[config.mk]
export PLATFORM = sky130hd
export DESIGN_NAME = fb_capture_ctrl
export DESIGN_NICKNAME = d
export VERILOG_FILES = /design/src/rtl/fb_pkg.sv /design/src/rtl/fb_capture_ctrl_sync_filter.sv /design/src/rtl/fb_capture_ctrl.sv
export SDC_FILE = /design/constraint.sdc
export NUM_CORES = 1
export LEC_CHECK = 0
export ABC_AREA = 1
export CORE_MARGIN = 2
export CORE_UTILIZATION = 38
export CTS_BUF_LIST = sky130_fd_sc_hd__clkbuf_4
export DETAILED_ROUTE_END_ITERATION = 8
export PLACE_DENSITY = 0.67
export SLEW_MARGIN = 15
export SYNTH_ARGS = -nofsm -noshare
export SYNTH_HDL_FRONTEND = slang
export SYNTH_SLANG_ARGS = --single-unit
[constraint.sdc]
create_clock -name clk -period 6.9 [get_ports clk]
set_clock_uncertainty 0.1 [all_clocks]
set_input_delay 0.69 -clock clk [delete_from_list [all_inputs] [get_ports clk]]
set_output_delay 0.69 -clock clk [all_outputs]
set_load 0.02 [all_outputs]
[src/rtl/fb_pkg.sv]
// Framebuffer capture types and geometry shared between the capture and scan-out blocks.
package fb_pkg;
  localparam int H_PIX    = 160;
  localparam int V_LINES  = 144;
  localparam int FB_WORDS = H_PIX * V_LINES;

  typedef enum logic [1:0] {
    ST_IDLE,
    ST_CAPTURE,
    ST_HOLD,
    ST_SKIP
  } cap_state_e;
endpackage

[src/rtl/fb_capture_ctrl_sync_filter.sv]
// 2-FF synchroniser plus FILT-sample deglitch filter with registered level and edge strobes.
module sync_filter #(
  parameter int FILT = 3
) (
  input  logic clk,
  input  logic rst_n,
  input  logic d,
  output logic level,
  output logic rise,
  output logic fall
);
  localparam int CW = (FILT > 1) ? $clog2(FILT) : 1;

  logic          s1_q, s2_q, lvl_q, rise_q, fall_q;
  logic [CW-1:0] cnt_q;
  logic          flip;

  // Level flips once FILT consecutive synchronised samples disagree with it.
  assign flip = (s2_q != lvl_q) && (cnt_q == CW'(FILT - 1));

  always_ff @(posedge clk or negedge rst_n) begin
    if (!rst_n) begin
      s1_q   <= 1'b0;
      s2_q   <= 1'b0;
      lvl_q  <= 1'b0;
      cnt_q  <= '0;
      rise_q <= 1'b0;
      fall_q <= 1'b0;
    end else begin
      s1_q   <= d;
      s2_q   <= s1_q;
      if (s2_q == lvl_q || flip) cnt_q <= '0;
      else                       cnt_q <= cnt_q + 1'b1;
      if (flip) lvl_q <= s2_q;
      rise_q <= flip &  s2_q;
      fall_q <= flip & ~s2_q;
    end
  end

  assign level = lvl_q;
  assign rise  = rise_q;
  assign fall  = fall_q;
endmodule

[src/rtl/fb_capture_ctrl.sv]
// Game Boy LCD capture sequencer: filtered sync decode, linear addressing and vblank-safe bank swap.
module fb_capture_ctrl import fb_pkg::*; #(
  parameter int H_PIX   = fb_pkg::H_PIX,
  parameter int V_LINES = fb_pkg::V_LINES,
  parameter int ADDR_W  = 15,
  parameter int FILT    = 3,
  parameter int CNT_W   = 8
) (
  input  logic              clk,
  input  logic              rst_n,
  input  logic              iclk,
  input  logic              ihsync,
  input  logic              ivsync,
  input  logic [1:0]        idata,
  input  logic              scan_vblank,
  output logic              wr_en,
  output logic [ADDR_W:0]   wr_addr,
  output logic [1:0]        wr_data,
  output logic              rd_bank,
  output logic              frame_done,
  output logic [CNT_W-1:0]  drop_cnt,
  output logic [CNT_W-1:0]  short_cnt
);
  localparam int XW = $clog2(H_PIX + 1);
  localparam int YW = $clog2(V_LINES + 1);
  localparam logic [XW-1:0]     X_END  = XW'(H_PIX);
  localparam logic [XW-1:0]     X_LAST = XW'(H_PIX - 1);
  localparam logic [YW-1:0]     Y_END  = YW'(V_LINES);
  localparam logic [YW-1:0]     Y_LAST = YW'(V_LINES - 1);
  localparam logic [ADDR_W-1:0] H_STEP = ADDR_W'(H_PIX);

  logic pix_stb, hs_rise, vs_rise;
  logic pclk_lvl, pclk_rise, hs_lvl, hs_fall, vs_lvl, vs_fall;
  logic unused_edges;

  sync_filter #(.FILT(FILT)) u_pclk (.clk(clk), .rst_n(rst_n), .d(iclk),
    .level(pclk_lvl), .rise(pclk_rise), .fall(pix_stb));
  sync_filter #(.FILT(FILT)) u_hs (.clk(clk), .rst_n(rst_n), .d(ihsync),
    .level(hs_lvl), .rise(hs_rise), .fall(hs_fall));
  sync_filter #(.FILT(FILT)) u_vs (.clk(clk), .rst_n(rst_n), .d(ivsync),
    .level(vs_lvl), .rise(vs_rise), .fall(vs_fall));

  assign unused_edges = ^{pclk_lvl, pclk_rise, hs_lvl, hs_fall, vs_lvl, vs_fall};

  // Data rides a plain 2-FF sync; at strobe time it reflects the pin well inside the iclk low phase.
  logic [1:0] d_s1_q, d_s2_q;

  cap_state_e        state_q, state_d;
  logic [XW-1:0]     x_q, x_d, x_cur;
  logic [YW-1:0]     y_q, y_d;
  logic [ADDR_W-1:0] lb_q, lb_d;
  logic              fl_q, fl_d;
  logic              pend_q, pend_d, wbank_q, rd_bank_q;
  logic              wr_go, last_px, set_pend, swap, drop_inc, short_inc;
  logic              wr_en_q, fd_q;
  logic [ADDR_W:0]   wr_addr_q;
  logic [1:0]        wr_data_q;
  logic [CNT_W-1:0]  drop_q, short_q;

  // vsync outranks everything; hsync is applied before a coincident pixel lands.
  always_comb begin
    x_d   = x_q;
    y_d   = y_q;
    lb_d  = lb_q;
    fl_d  = fl_q;
    x_cur = hs_rise ? '0 : x_q;
    if (vs_rise) begin
      x_d  = '0;
      y_d  = '0;
      lb_d = '0;
      fl_d = 1'b1;
    end else begin
      if (hs_rise) begin
        x_d = '0;
        if (fl_q) fl_d = 1'b0;
        else if (y_q < Y_END) begin
          y_d  = y_q + YW'(1);
          lb_d = lb_q + H_STEP;
        end
      end
      if (pix_stb && x_cur < X_END) x_d = x_cur + XW'(1);
    end
    wr_go   = pix_stb && !vs_rise && (state_q == ST_CAPTURE) && (x_cur < X_END) && (y_d < Y_END);
    last_px = wr_go && (x_cur == X_LAST) && (y_d == Y_LAST);
  end

  always_comb begin
    state_d   = state_q;
    set_pend  = 1'b0;
    drop_inc  = 1'b0;
    short_inc = 1'b0;
    case (state_q)
      ST_IDLE:
        if (vs_rise) state_d = pend_q ? ST_SKIP : ST_CAPTURE;
      ST_CAPTURE:
        if (vs_rise) begin
          short_inc = 1'b1;
          state_d   = pend_q ? ST_SKIP : ST_CAPTURE;
        end else if (last_px) begin
          state_d  = ST_HOLD;
          set_pend = 1'b1;
        end
      ST_HOLD, ST_SKIP:
        if (vs_rise) begin
          if (pend_q) begin
            state_d  = ST_SKIP;
            drop_inc = 1'b1;
          end else begin
            state_d  = ST_CAPTURE;
          end
        end
      default: state_d = ST_IDLE;
    endcase
    // pend_q (not pend_d) gates the swap, so a coincident vblank waits for the next one.
    swap   = scan_vblank && pend_q && (state_q != ST_CAPTURE);
    pend_d = set_pend ? 1'b1 : (swap ? 1'b0 : pend_q);
  end

  always_ff @(posedge clk or negedge rst_n) begin
    if (!rst_n) begin
      d_s1_q    <= '0;
      d_s2_q    <= '0;
      state_q   <= ST_IDLE;
      x_q       <= '0;
      y_q       <= '0;
      lb_q      <= '0;
      fl_q      <= 1'b0;
      pend_q    <= 1'b0;
      wbank_q   <= 1'b1;
      rd_bank_q <= 1'b0;
      wr_en_q   <= 1'b0;
      fd_q      <= 1'b0;
      wr_addr_q <= '0;
      wr_data_q <= '0;
      drop_q    <= '0;
      short_q   <= '0;
    end else begin
      d_s1_q  <= idata;
      d_s2_q  <= d_s1_q;
      state_q <= state_d;
      x_q     <= x_d;
      y_q     <= y_d;
      lb_q    <= lb_d;
      fl_q    <= fl_d;
      pend_q  <= pend_d;
      if (swap) begin
        rd_bank_q <= wbank_q;
        wbank_q   <= ~wbank_q;
      end
      wr_en_q <= wr_go;
      fd_q    <= last_px;
      if (wr_go) begin
        wr_addr_q <= {wbank_q, lb_d + ADDR_W'(x_cur)};
        wr_data_q <= d_s2_q;
      end
      if (drop_inc  && drop_q  != '1) drop_q  <= drop_q  + 1'b1;
      if (short_inc && short_q != '1) short_q <= short_q + 1'b1;
    end
  end

  assign wr_en      = wr_en_q;
  assign wr_addr    = wr_addr_q;
  assign wr_data    = wr_data_q;
  assign rd_bank    = rd_bank_q;
  assign frame_done = fd_q;
  assign drop_cnt   = drop_q;
  assign short_cnt  = short_q;
endmodule

==> impl_metrics.env <==
export IMPL_outcome="complete, no violations"
export IMPL_critical_path_class="register to register"
export IMPL_syn_nets=540
export IMPL_cts_tree="built"
export IMPL_ys_warn_count=0
export IMPL_fin_util=0.452
export IMPL_h_tree_depth=3
export IMPL_dr_total_vias=3440
export IMPL_setup_tns_ns=0
export IMPL_pwr_share_clk=0.249
export IMPL_combPwrFrac=0.265
export IMPL_drive_gt1_frac=0.108
export IMPL_wl_per_cell_um=12.3
export IMPL_routabilityCongestion=0.826
export IMPL_ys_top_cells_by_area="dfrtp_1, nand2_1, inv_1, ha_1, nor2_1"
export IMPL_syn_area_per_cell_um2=9.08
export IMPL_switching_power_mw=0.493
export IMPL_fmax_mhz=288
export IMPL_dp_hpwl_um=6480
export IMPL_numPortBuffers=44
export IMPL_fin_crit_sh=0.503
export IMPL_timing_slew_headroom=0.435
export IMPL_required_ns=7.14
export IMPL_cpMostUsedCell="nand2_1"
export IMPL_placed_cells=698
export IMPL_synth_top_cells_by_count="nand2_1, dfrtp_1, inv_1"
export IMPL_fin_nets=587
export IMPL_p_seq_frac=0.486
export IMPL_critPathMaxStageDelay_ns=0.72
export IMPL_worstPathArrival_ns=3.71
export IMPL_synth_most_common_cell="nand2_1"
export IMPL_post_dp_cell_area_um2=5240
export IMPL_synthDistinctLibCells=46
export IMPL_powerDensity_nw_per_um2=275
export IMPL_overflow=0
export IMPL_die_y_um=115
export IMPL_grt_start_max_net_pins=58
export IMPL_p_sw_frac=0.330
export IMPL_drc=0
export IMPL_syn_to_final_growth_pct=16.0
export IMPL_stdcell_area_um2=5430
export IMPL_synth_seq_cells=95
export IMPL_worst_slack_ns=3.43
export IMPL_rows=40
export IMPL_drt_initial_drc_count=251
export IMPL_grt_pass1_vias=3500
export IMPL_slowest_stage="dfrtp_1"
export IMPL_clk_pin_slew_worst_paths_ns=0.13
export IMPL_setup_viol=0
export IMPL_post_cts_resized=0
export IMPL_cp_end_kind="register"
export IMPL_ys_seq_area_frac=0.508
export IMPL_yosysTopAreaCell="dfrtp_1"
export IMPL_crit_path_max_fanout=20
export IMPL_track_usage=0.150
export IMPL_ioPinCount=45
export IMPL_antenna_left=0
export IMPL_grt_pass1_wl_um=16000
export IMPL_viasPerCell=4.82
export IMPL_hold_ws_ns=0.0860
export IMPL_stdcell_count=714
export IMPL_crit_path_cell_trace="inv_1 -> nand2_1 -> fa_1 -> o21ai_0 -> nand2_1 -> nand2_1 -> nand4_2 -> nor2_2 -> nand3_1 -> nand3_1 -> nand2_1"
export IMPL_synth_ff_type="dfrtp_1"
export IMPL_post_cts_buffers=0
export IMPL_cts_hold_buffers_added=0
export IMPL_holdCritPathClass="primary input to async pin"
export IMPL_grt_setup_unrepaired="no"
export IMPL_fin_crit_ns=3.47
export IMPL_cts_root_buffer="clkbuf_4"
export IMPL_leakagePower_nw=2.66
export IMPL_synth_edff_count=0
export IMPL_tightest_slew_ns=0.847
export IMPL_synth_top_area_frac=0.503
export IMPL_antenna_found_initial=0
export IMPL_core_area_um2=12000
export IMPL_tritoncts_num_buffers=9
export IMPL_die_w_um=115
export IMPL_n_antenna_cell=0
export IMPL_dieArea_um2=13200
export IMPL_wl_um=8780
export IMPL_intPower_mw=1.00
export IMPL_cap_violations=0
export IMPL_cts_sinks=95
export IMPL_async_flop_share=1.00
export IMPL_first_pass_iters=4
export IMPL_ir_drop_mv=0.164
export IMPL_hold_violations=0
export IMPL_netlist_area_um2=4680
export IMPL_initial_utilization=0.389
export IMPL_finalMaxSlewViolations=0
export IMPL_syn_instance_count=515
export IMPL_place_ws_ns=3.49
export IMPL_cts_path_max_buffers=2
export IMPL_cp_start_kind="register"
export IMPL_clk_latency_ns=0.45
export IMPL_p_total_mw=1.49
[critical path, delay by kind of cell, from the launching register on]
kind / cells / cell delay, ns
AO/OA/AOI/OAI: 1 / 0.42
flip-flops: 1 / 0.72
buffers and inverters: 1 / 0.68
AND/OR/NAND/NOR: 8 / 0.95
adder cells (fa/ha/maj): 1 / 0.50
[layout by cell type, fill, tap and decap left out, types with 5 or more instances in the layout]
master	count
nand2_1	99
dfrtp_1	94
inv_1	63
nor2_1	52
clkdlybuf4s50_1	43
nand3_1	35
a21oi_1	17
xor2_1	17
ha_1	16
o21ai_0	15
o21ai_1	13
nand4_1	11
clkbuf_4	11
nor3_1	10
xnor2_1	10
nor2_2	8
nand2_2	7
nand3_2	5
[power groups by stage]
stage	clock (mW)	sequential, mW	combinational, mW
2_1_floorplan	0	0.755	0.239
6_report	0.373	0.726	0.396
5_1_grt	0.413	0.742	0.452
3_3_place_gp	0	0.733	0.385
4_1_cts	0.387	0.727	0.403
3_5_place_dp	0	0.737	0.401
[cells by family (layout without fill, tap and decap cells)]
kind of cell / after synthesis / in the layout / synth area share
compound gates: 57 / 57 / 0.0703
buf+inv: 77 / 129 / 0.0711
simple gates: 241 / 241 / 0.250
flops: 95 / 95 / 0.508
mux: 1 / 1 / 0.00241
fa+ha+maj: 17 / 17 / 0.0471
xor+xnor: 27 / 27 / 0.0505
[sequential cells by signal (all words and copies together), names as in the netlist, 2 cells and up]
register	cells
d_s1_q	2
wr_data	2
x_q	8
lb_q	15
d_s2_q	2
wr_addr	16
u_vs.cnt_q	2
state_q	2
u_hs.cnt_q	2
drop_cnt	8
y_q	8
u_pclk.cnt_q	2
short_cnt	8
[final timing paths]
path	from	endpoint	slack [ns]	cells past startpoint
min in group clk	u_vs.s1_q$_DFF_PN0_	u_vs.s2_q$_DFF_PN0_	0.26	0
min	rst_n	drop_cnt[3]$_DFFE_PN0P_	0.09	1
min reg2reg	u_vs.s1_q$_DFF_PN0_	u_vs.s2_q$_DFF_PN0_	0.26	0
max in group asynchronous	rst_n	y_q[0]$_DFF_PN0_	5.54	2
max	u_vs.rise$_DFF_PN0_	wr_addr[14]$_DFFE_PN0P_	3.43	11
max reg2reg	u_vs.rise$_DFF_PN0_	wr_addr[14]$_DFFE_PN0P_	3.43	11
[routing by layer]
| metal | part of all wire | GRT usage |
|---|---|---|
| met5 | 0 | 0 |
| met4 | 0.012 | 0.0386 |
| met3 | 0.033 | 0.0380 |
| met2 | 0.46 | 0.245 |
| met1 | 0.49 | 0.201 |
[layout make-up]
class / instances / area (um2)
Sequential cell: 95 / 2380
Clock inverter: 5 / 106
Multi-Input combinational cell: 343 / 1970
Clock buffer: 11 / 82.6
Timing Repair Buffer: 45 / 445
Fill cell: 1187 / 6580
Tap cell: 147 / 184
Inverter: 68 / 264
(Power assumes the default switching activity.)
